--- config.mk ---
export PLATFORM = sky130hd
export DESIGN_NAME = dpcm_enc_mc
export DESIGN_NICKNAME = d
export VERILOG_FILES = /design/src/rtl/dpcm_enc_mc.sv
export SDC_FILE = /design/constraint.sdc
export NUM_CORES = 1
export LEC_CHECK = 0
export ABC_AREA = 1
export CAP_MARGIN = 20
export CORE_UTILIZATION = 50
export CTS_CLUSTER_SIZE = 24
export DETAILED_ROUTE_END_ITERATION = 8
export PLACE_DENSITY = 0.83
export SLEW_MARGIN = 20
export SYNTH_ARGS = -nofsm -noshare
export SYNTH_HDL_FRONTEND = slang
export SYNTH_SLANG_ARGS = --single-unit
--- constraint.sdc ---
create_clock -name clk -period 2.5 [get_ports clk]
set_input_delay 0.5 -clock clk [delete_from_list [all_inputs] [get_ports clk]]
set_output_delay 0.5 -clock clk [all_outputs]
set_load 0.01 [all_outputs]
--- src/rtl/dpcm_enc_mc.sv ---
// rtl/dpcm_enc_mc.sv - multi-channel DPCM residual encoder; DPCM_SAT_EN selects clamping instead of wrap-around
module dpcm_enc_mc #(
  parameter int DATA_W   = 32,
  parameter int CHANNELS = 4,
  parameter int RES_W    = 16,
  parameter int CH_W     = (CHANNELS > 1) ? $clog2(CHANNELS) : 1
) (
  input  logic              clk,
  input  logic              rst,
  input  logic              clear,
  input  logic              in_valid,
  output logic              in_ready,
  input  logic [DATA_W-1:0] in_data,
  input  logic [CH_W-1:0]   in_chan,
  input  logic              in_first,
  output logic              out_valid,
  input  logic              out_ready,
  output logic [RES_W-1:0]  out_res,
  output logic [CH_W-1:0]   out_chan,
  output logic              out_sat,
  output logic              chan_err
);

  // Channel count widened by one bit so the range check also works at powers of two
  localparam logic [CH_W:0] LP_NCH = (CH_W+1)'(CHANNELS);

`ifdef DPCM_SAT_EN
  // Residual limits expressed at the full difference width
  localparam logic signed [DATA_W:0] LP_RES_MAX = {{(DATA_W+2-RES_W){1'b0}}, {(RES_W-1){1'b1}}};
  localparam logic signed [DATA_W:0] LP_RES_MIN = {{(DATA_W+2-RES_W){1'b1}}, {(RES_W-1){1'b0}}};
`endif

  logic [DATA_W-1:0]        r_pred [CHANNELS];
  logic                     r_out_valid;
  logic [RES_W-1:0]         r_out_res;
  logic [CH_W-1:0]          r_out_chan;
  logic                     r_out_sat;
  logic                     r_chan_err;

  logic                     w_accept;
  logic                     w_chan_ok;
  logic                     w_load;
  logic [DATA_W-1:0]        w_pred_sel;
  logic [DATA_W-1:0]        w_p;
  logic signed [DATA_W:0]   w_diff;
  logic [RES_W-1:0]         w_res;
  logic                     w_sat;

  // No skid buffer: accept only when the output slot is free or being drained now
  assign in_ready  = !rst && (!r_out_valid || out_ready);
  assign w_accept  = in_valid && in_ready;
  assign w_chan_ok = ({1'b0, in_chan} < LP_NCH);
  assign w_load    = w_accept && w_chan_ok;

  // Predictor lookup as an explicit mux so an out-of-range channel reads 0 rather than X
  always_comb begin
    w_pred_sel = '0;
    for (int i = 0; i < CHANNELS; i++) begin
      if (in_chan == CH_W'(i)) begin
        w_pred_sel = r_pred[i];
      end
    end
  end

  // Key samples and clears both encode against zero
  assign w_p    = (in_first || clear) ? '0 : w_pred_sel;
  assign w_diff = $signed({1'b0, in_data}) - $signed({1'b0, w_p});

  // Narrow the difference to the residual width: clamp or wrap depending on build
  always_comb begin
    w_res = RES_W'(w_diff);
    w_sat = 1'b0;
`ifdef DPCM_SAT_EN
    if (w_diff > LP_RES_MAX) begin
      w_res = RES_W'(LP_RES_MAX);
      w_sat = 1'b1;
    end else if (w_diff < LP_RES_MIN) begin
      w_res = RES_W'(LP_RES_MIN);
      w_sat = 1'b1;
    end
`endif
  end

  // Predictor bank: accepted channel takes the sample, clear zeroes every other entry
  always_ff @(posedge clk) begin
    if (rst) begin
      for (int i = 0; i < CHANNELS; i++) begin
        r_pred[i] <= '0;
      end
    end else begin
      for (int i = 0; i < CHANNELS; i++) begin
        if (w_load && (in_chan == CH_W'(i))) begin
          r_pred[i] <= in_data;
        end else if (clear) begin
          r_pred[i] <= '0;
        end
      end
    end
  end

  // Output slot: load wins over drain so back-to-back traffic keeps out_valid high
  always_ff @(posedge clk) begin
    if (rst) begin
      r_out_valid <= 1'b0;
      r_out_res   <= '0;
      r_out_chan  <= '0;
      r_out_sat   <= 1'b0;
    end else if (w_load) begin
      r_out_valid <= 1'b1;
      r_out_res   <= w_res;
      r_out_chan  <= in_chan;
      r_out_sat   <= w_sat;
    end else if (r_out_valid && out_ready) begin
      r_out_valid <= 1'b0;
    end
  end

  // One-cycle flag for a sample that was swallowed because its channel does not exist
  always_ff @(posedge clk) begin
    if (rst) begin
      r_chan_err <= 1'b0;
    end else begin
      r_chan_err <= w_accept && !w_chan_ok;
    end
  end

  assign out_valid = r_out_valid;
  assign out_res   = r_out_res;
  assign out_chan  = r_out_chan;
  assign out_sat   = r_out_sat;
  assign chan_err  = r_chan_err;

endmodule

==> summary.md <==
The tools report the hold path endpoint as out_chan[0]$_SDFFE_PP0P_. The launching point of the worst reg2reg path is r_pred[2][10]$_SDFFCE_PP0P_. The worst supply voltage drop on vdd is 0.238 mV, and the average wire per standard cell is 16.5 um. In this run the tool buffered the top-level ports with 43 buffer cells. The run gives 400 ps as the register-to-register setup slack. The non-filler instance count after layout came out at 741. The synthesized design spends more area on one cell type than any other, namely sky130_fd_sc_hd__edfxtp_1. The number of clock sinks was 83; the count of H-tree levels built during CTS was 3.

The worst setup path is of the primary input to flop kind. Most used flip-flop cell after synthesis: sky130_fd_sc_hd__edfxtp_1. The width of the die is 96.4 um, and the total of endpoints with negative setup slack in the final report is 0.

For the count of antenna-violating nets left after detailed routing, the log shows 0. The violation count after the first detailed-routing iteration is 328. STA classifies the critical path startpoint as a primary input. The run gives 3,788 as the via count of the first global-routing pass. The aggregate global-route resource usage was 0.265; the number of cells traversed by the worst hold path was 2. The maximum clock skew at final layout was 8.48 ps; the boundary pin count was 62. The count of final max-slew check failures came out at 0. The first global-routing pass estimated 18,100 um of wire.

For the number of antenna violations at the first check in global routing, the log shows 0. The worst path required time came out at 2770 ps. Entering global routing, the biggest net connects 23 pins. The total power divided by cell area works out to 569 mW/mm^2.

The congestion estimate from routability-driven global placement came to 0.941. The async set-or-reset flop fraction in the synthesized netlist works out to 0. In the synthesized netlist, the cells that appear most often are 120 x sky130_fd_sc_hd__nand2_1, 86 x sky130_fd_sc_hd__nor2_1, 64 x sky130_fd_sc_hd__edfxtp_1. The flow ran to the end, and the final reports show no timing, DRC or antenna violations. The wire length reported by the detailed router was 12,200 um. The tightest hold path in the finished design has a slack of 470 ps. In the routed layout, each cell is associated on average with a via count of 5.51.

The logs give 0.677 for the final core utilization and 38 for the number of distinct library cells after synthesis. The run gives 2630 ps as the arrival time at the worst endpoint. The floorplan step defined a core boundary enclosing 0.00868 sq mm. In the final timing run, aggregate negative setup slack is 0 ps.

In this run the static leakage power is 2.72 nW. In this run, synthesis produced a sequential element count of 83. The synthesized design contains 64 enable-type register cells.

The floorplan step set the die height to 96.4 um. The count of nets after finishing is 685. The worst path meets setup with 142 ps of slack. Across the run, the number of max-cap violations was 0.

The library cell with the highest instance count after synthesis was sky130_fd_sc_hd__nand2_1. The number of instances in the synthesized netlist came out at 514. The number of cells on the worst reg-to-reg path is 14, and the initial standard-cell utilization of the core is 0.513. The count of endpoints failing hold in the final timing report was 0.

The worst setup path is captured at a flop. In this run, placement finished with an instance count of 702. From synthesis to final layout, the design area changed by 31.9%.

Once detailed placement completed, the half-perimeter wirelength came to 7860 um. The tools report the buffer cell driving the clock tree root as sky130_fd_sc_hd__clkbuf_8. OpenSTA, run right after detailed placement, puts the worst setup slack at -503 ps. The share of the clock period used by the worst path after layout is 0.943. The number of warnings issued by yosys was 0; the total via count in the routed design was 4,081. For the antenna diode count, the log shows 0. At the later pin of the worst-skew pair, clock insertion delay measures 370 ps. In this run the worst path has a maximum fanout of 5. In this run the worst hold path is classified as flop to flop.

The detailed-routing iteration count for the pre-antenna-repair pass is 5, and the upper clock frequency limit is 0.424 GHz. The number of rows created at floorplan is 34, and the share of the synthesized area in the top cell type is 0.431. In this run the critical register-to-register path is captured at out_res[13]$_SDFFE_PP0P_. The floorplan step defined a die boundary enclosing 0.00929 sq mm. By area the synthesized netlist is led by sky130_fd_sc_hd__edfxtp_1 43%, sky130_fd_sc_hd__nand2_1 10%, sky130_fd_sc_hd__dfxtp_1 8.5%, sky130_fd_sc_hd__nor2_1 7.2%, sky130_fd_sc_hd__inv_1 4.9%. The sequential area share after synthesis was 0.517. The proportion of layout cells with a drive suffix above 1 was 0.242. The worst hold path begins at out_chan[0]$_SDFFE_PP0P_. The remaining global-route overflow is 0. TritonCTS built the clock tree. The routed design could run at a clock period as short as 2360 ps. After synthesis, the mean cell area works out to 8.67 sq um. For this run, design rule violations remaining after detail routing come to 0. For the finished layout cell area, the log shows 0.00588 sq mm.

Placement-stage cell area: 0.00530 sq mm. The run gives 9 as the number of CTS-inserted buffers. Clock-pin slew was measured on the worst setup and hold paths at 90 ps. In this run the deepest clock path goes through 2 buffers.

After synthesis the cells add up to 0.00446 sq mm. The overall power of the completed layout was 3.35 mW. For the count of fill cells added during filler insertion, the log shows 631.
==> logic make-up (layout without fill, tap and decap cells) <==
group,Yosys count,in the layout,share of synthesized area
xor gates and xnor gates,4,4,0.00786
other,1,2,0.000842
and+or+nand+nor,269,269,0.262
AOI/OAI and AO/OA,62,62,0.0820
DFF,83,83,0.517
buffers and inverters,78,196,0.0812
adders and majority gates,17,17,0.0494
==> layer usage <==
metal / up-vias / global-route usage / routed length, um
li1: 1920 / - / -
met1: 1877 / 0.312 / 4600
met2: 226 / 0.454 / 6090
met3: 58 / 0.0430 / 917
met4: 0 / 0.163 / 593
met5: - / 0 / 0
==> flip-flops by register name, indices dropped and copies added, names as in the netlist <==
name       count
out_valid      1
r_pred        64
out_chan       2
out_res       16
==> worst max-delay path, cell delays in order <==
cell and delay (ps):
sky130_fd_sc_hd__clkdlybuf4s15_1 200, sky130_fd_sc_hd__buf_6 140, sky130_fd_sc_hd__nor2_4 130, sky130_fd_sc_hd__buf_6 160, sky130_fd_sc_hd__nand2_1 80, sky130_fd_sc_hd__nand3_2 90
sky130_fd_sc_hd__o211ai_1 120, sky130_fd_sc_hd__ha_1 410, sky130_fd_sc_hd__nand2_2 130, sky130_fd_sc_hd__nor3_4 170, sky130_fd_sc_hd__and2_1 180, sky130_fd_sc_hd__nand2_2 60
sky130_fd_sc_hd__nand3_1 80, sky130_fd_sc_hd__nand3_1 70, sky130_fd_sc_hd__nand2_1 70, sky130_fd_sc_hd__inv_1 30
==> final cells by class <==
| class | instances | area (sq um) | share of cell area |
|---|---|---|---|
| multi-input combinational | 354 | 1950 | 0.331 |
| inverter | 60 | 233 | 0.0396 |
| clock inverter | 6 | 71.3 | 0.0121 |
| timing repair buffer | 120 | 1060 | 0.181 |
| clock buffer | 10 | 128 | 0.0217 |
| tap | 108 | 135 | 0.0230 |
| sequential | 83 | 2300 | 0.392 |
==> how the worst max path moves through the flow <==
stage / startpoint / end / slack (ps) / depth (start not counted)
2_1_floorplan: in_chan[0] / out_res[14]$_SDFFE_PP0P_ / 90 / 18
3_3_place_gp: in_chan[0] / out_res[14]$_SDFFE_PP0P_ / -460 / 20
3_5_place_dp: in_chan[1] / out_res[14]$_SDFFE_PP0P_ / -500 / 20
4_1_cts: clear / out_res[14]$_SDFFE_PP0P_ / 90 / 19
5_1_grt: in_chan[0] / out_res[14]$_SDFFE_PP0P_ / -60 / 17
6_report: in_chan[0] / out_res[14]$_SDFFE_PP0P_ / 140 / 16
==> what timing repair did <==
| item | CTS | global route |
|---|---|---|
| buffers inserted | 12 | 10 |
| endpoints found under the setup margin | 11 | 9 |
| hold buffers | 0 | 0 |
| cloned | 1 | 0 |
| resized for setup | 33 | 38 |
| pin swaps | 16 | 29 |
==> power breakdown <==
group	switching (mW)	internal (mW)	leakage (nW)	total [mW]
logic	0.394	0.331	1.75	0.726
clock network	0.542	0.473	0.0939	1.02
registers	0.0349	1.57	0.876	1.60
total	0.972	2.37	2.72	3.35
==> cell usage in the layout (no fill, tap or decap), drive strengths merged, types with 2 or more instances in the layout <==
cell type and count:
nand2 129, o211ai 14, nor2 88, nand3 43, o22ai 6, nand4 3
clkbuf 11, clkinvlp 2, xnor2 3, conb 2, buf 77, ha 16
nor3 2, clkdlybuf4s50 41, inv 62, a21oi 16, o21ai 24, dfxtp 19
edfxtp 64
No activity file was read; power rests on OpenSTA's default activity.
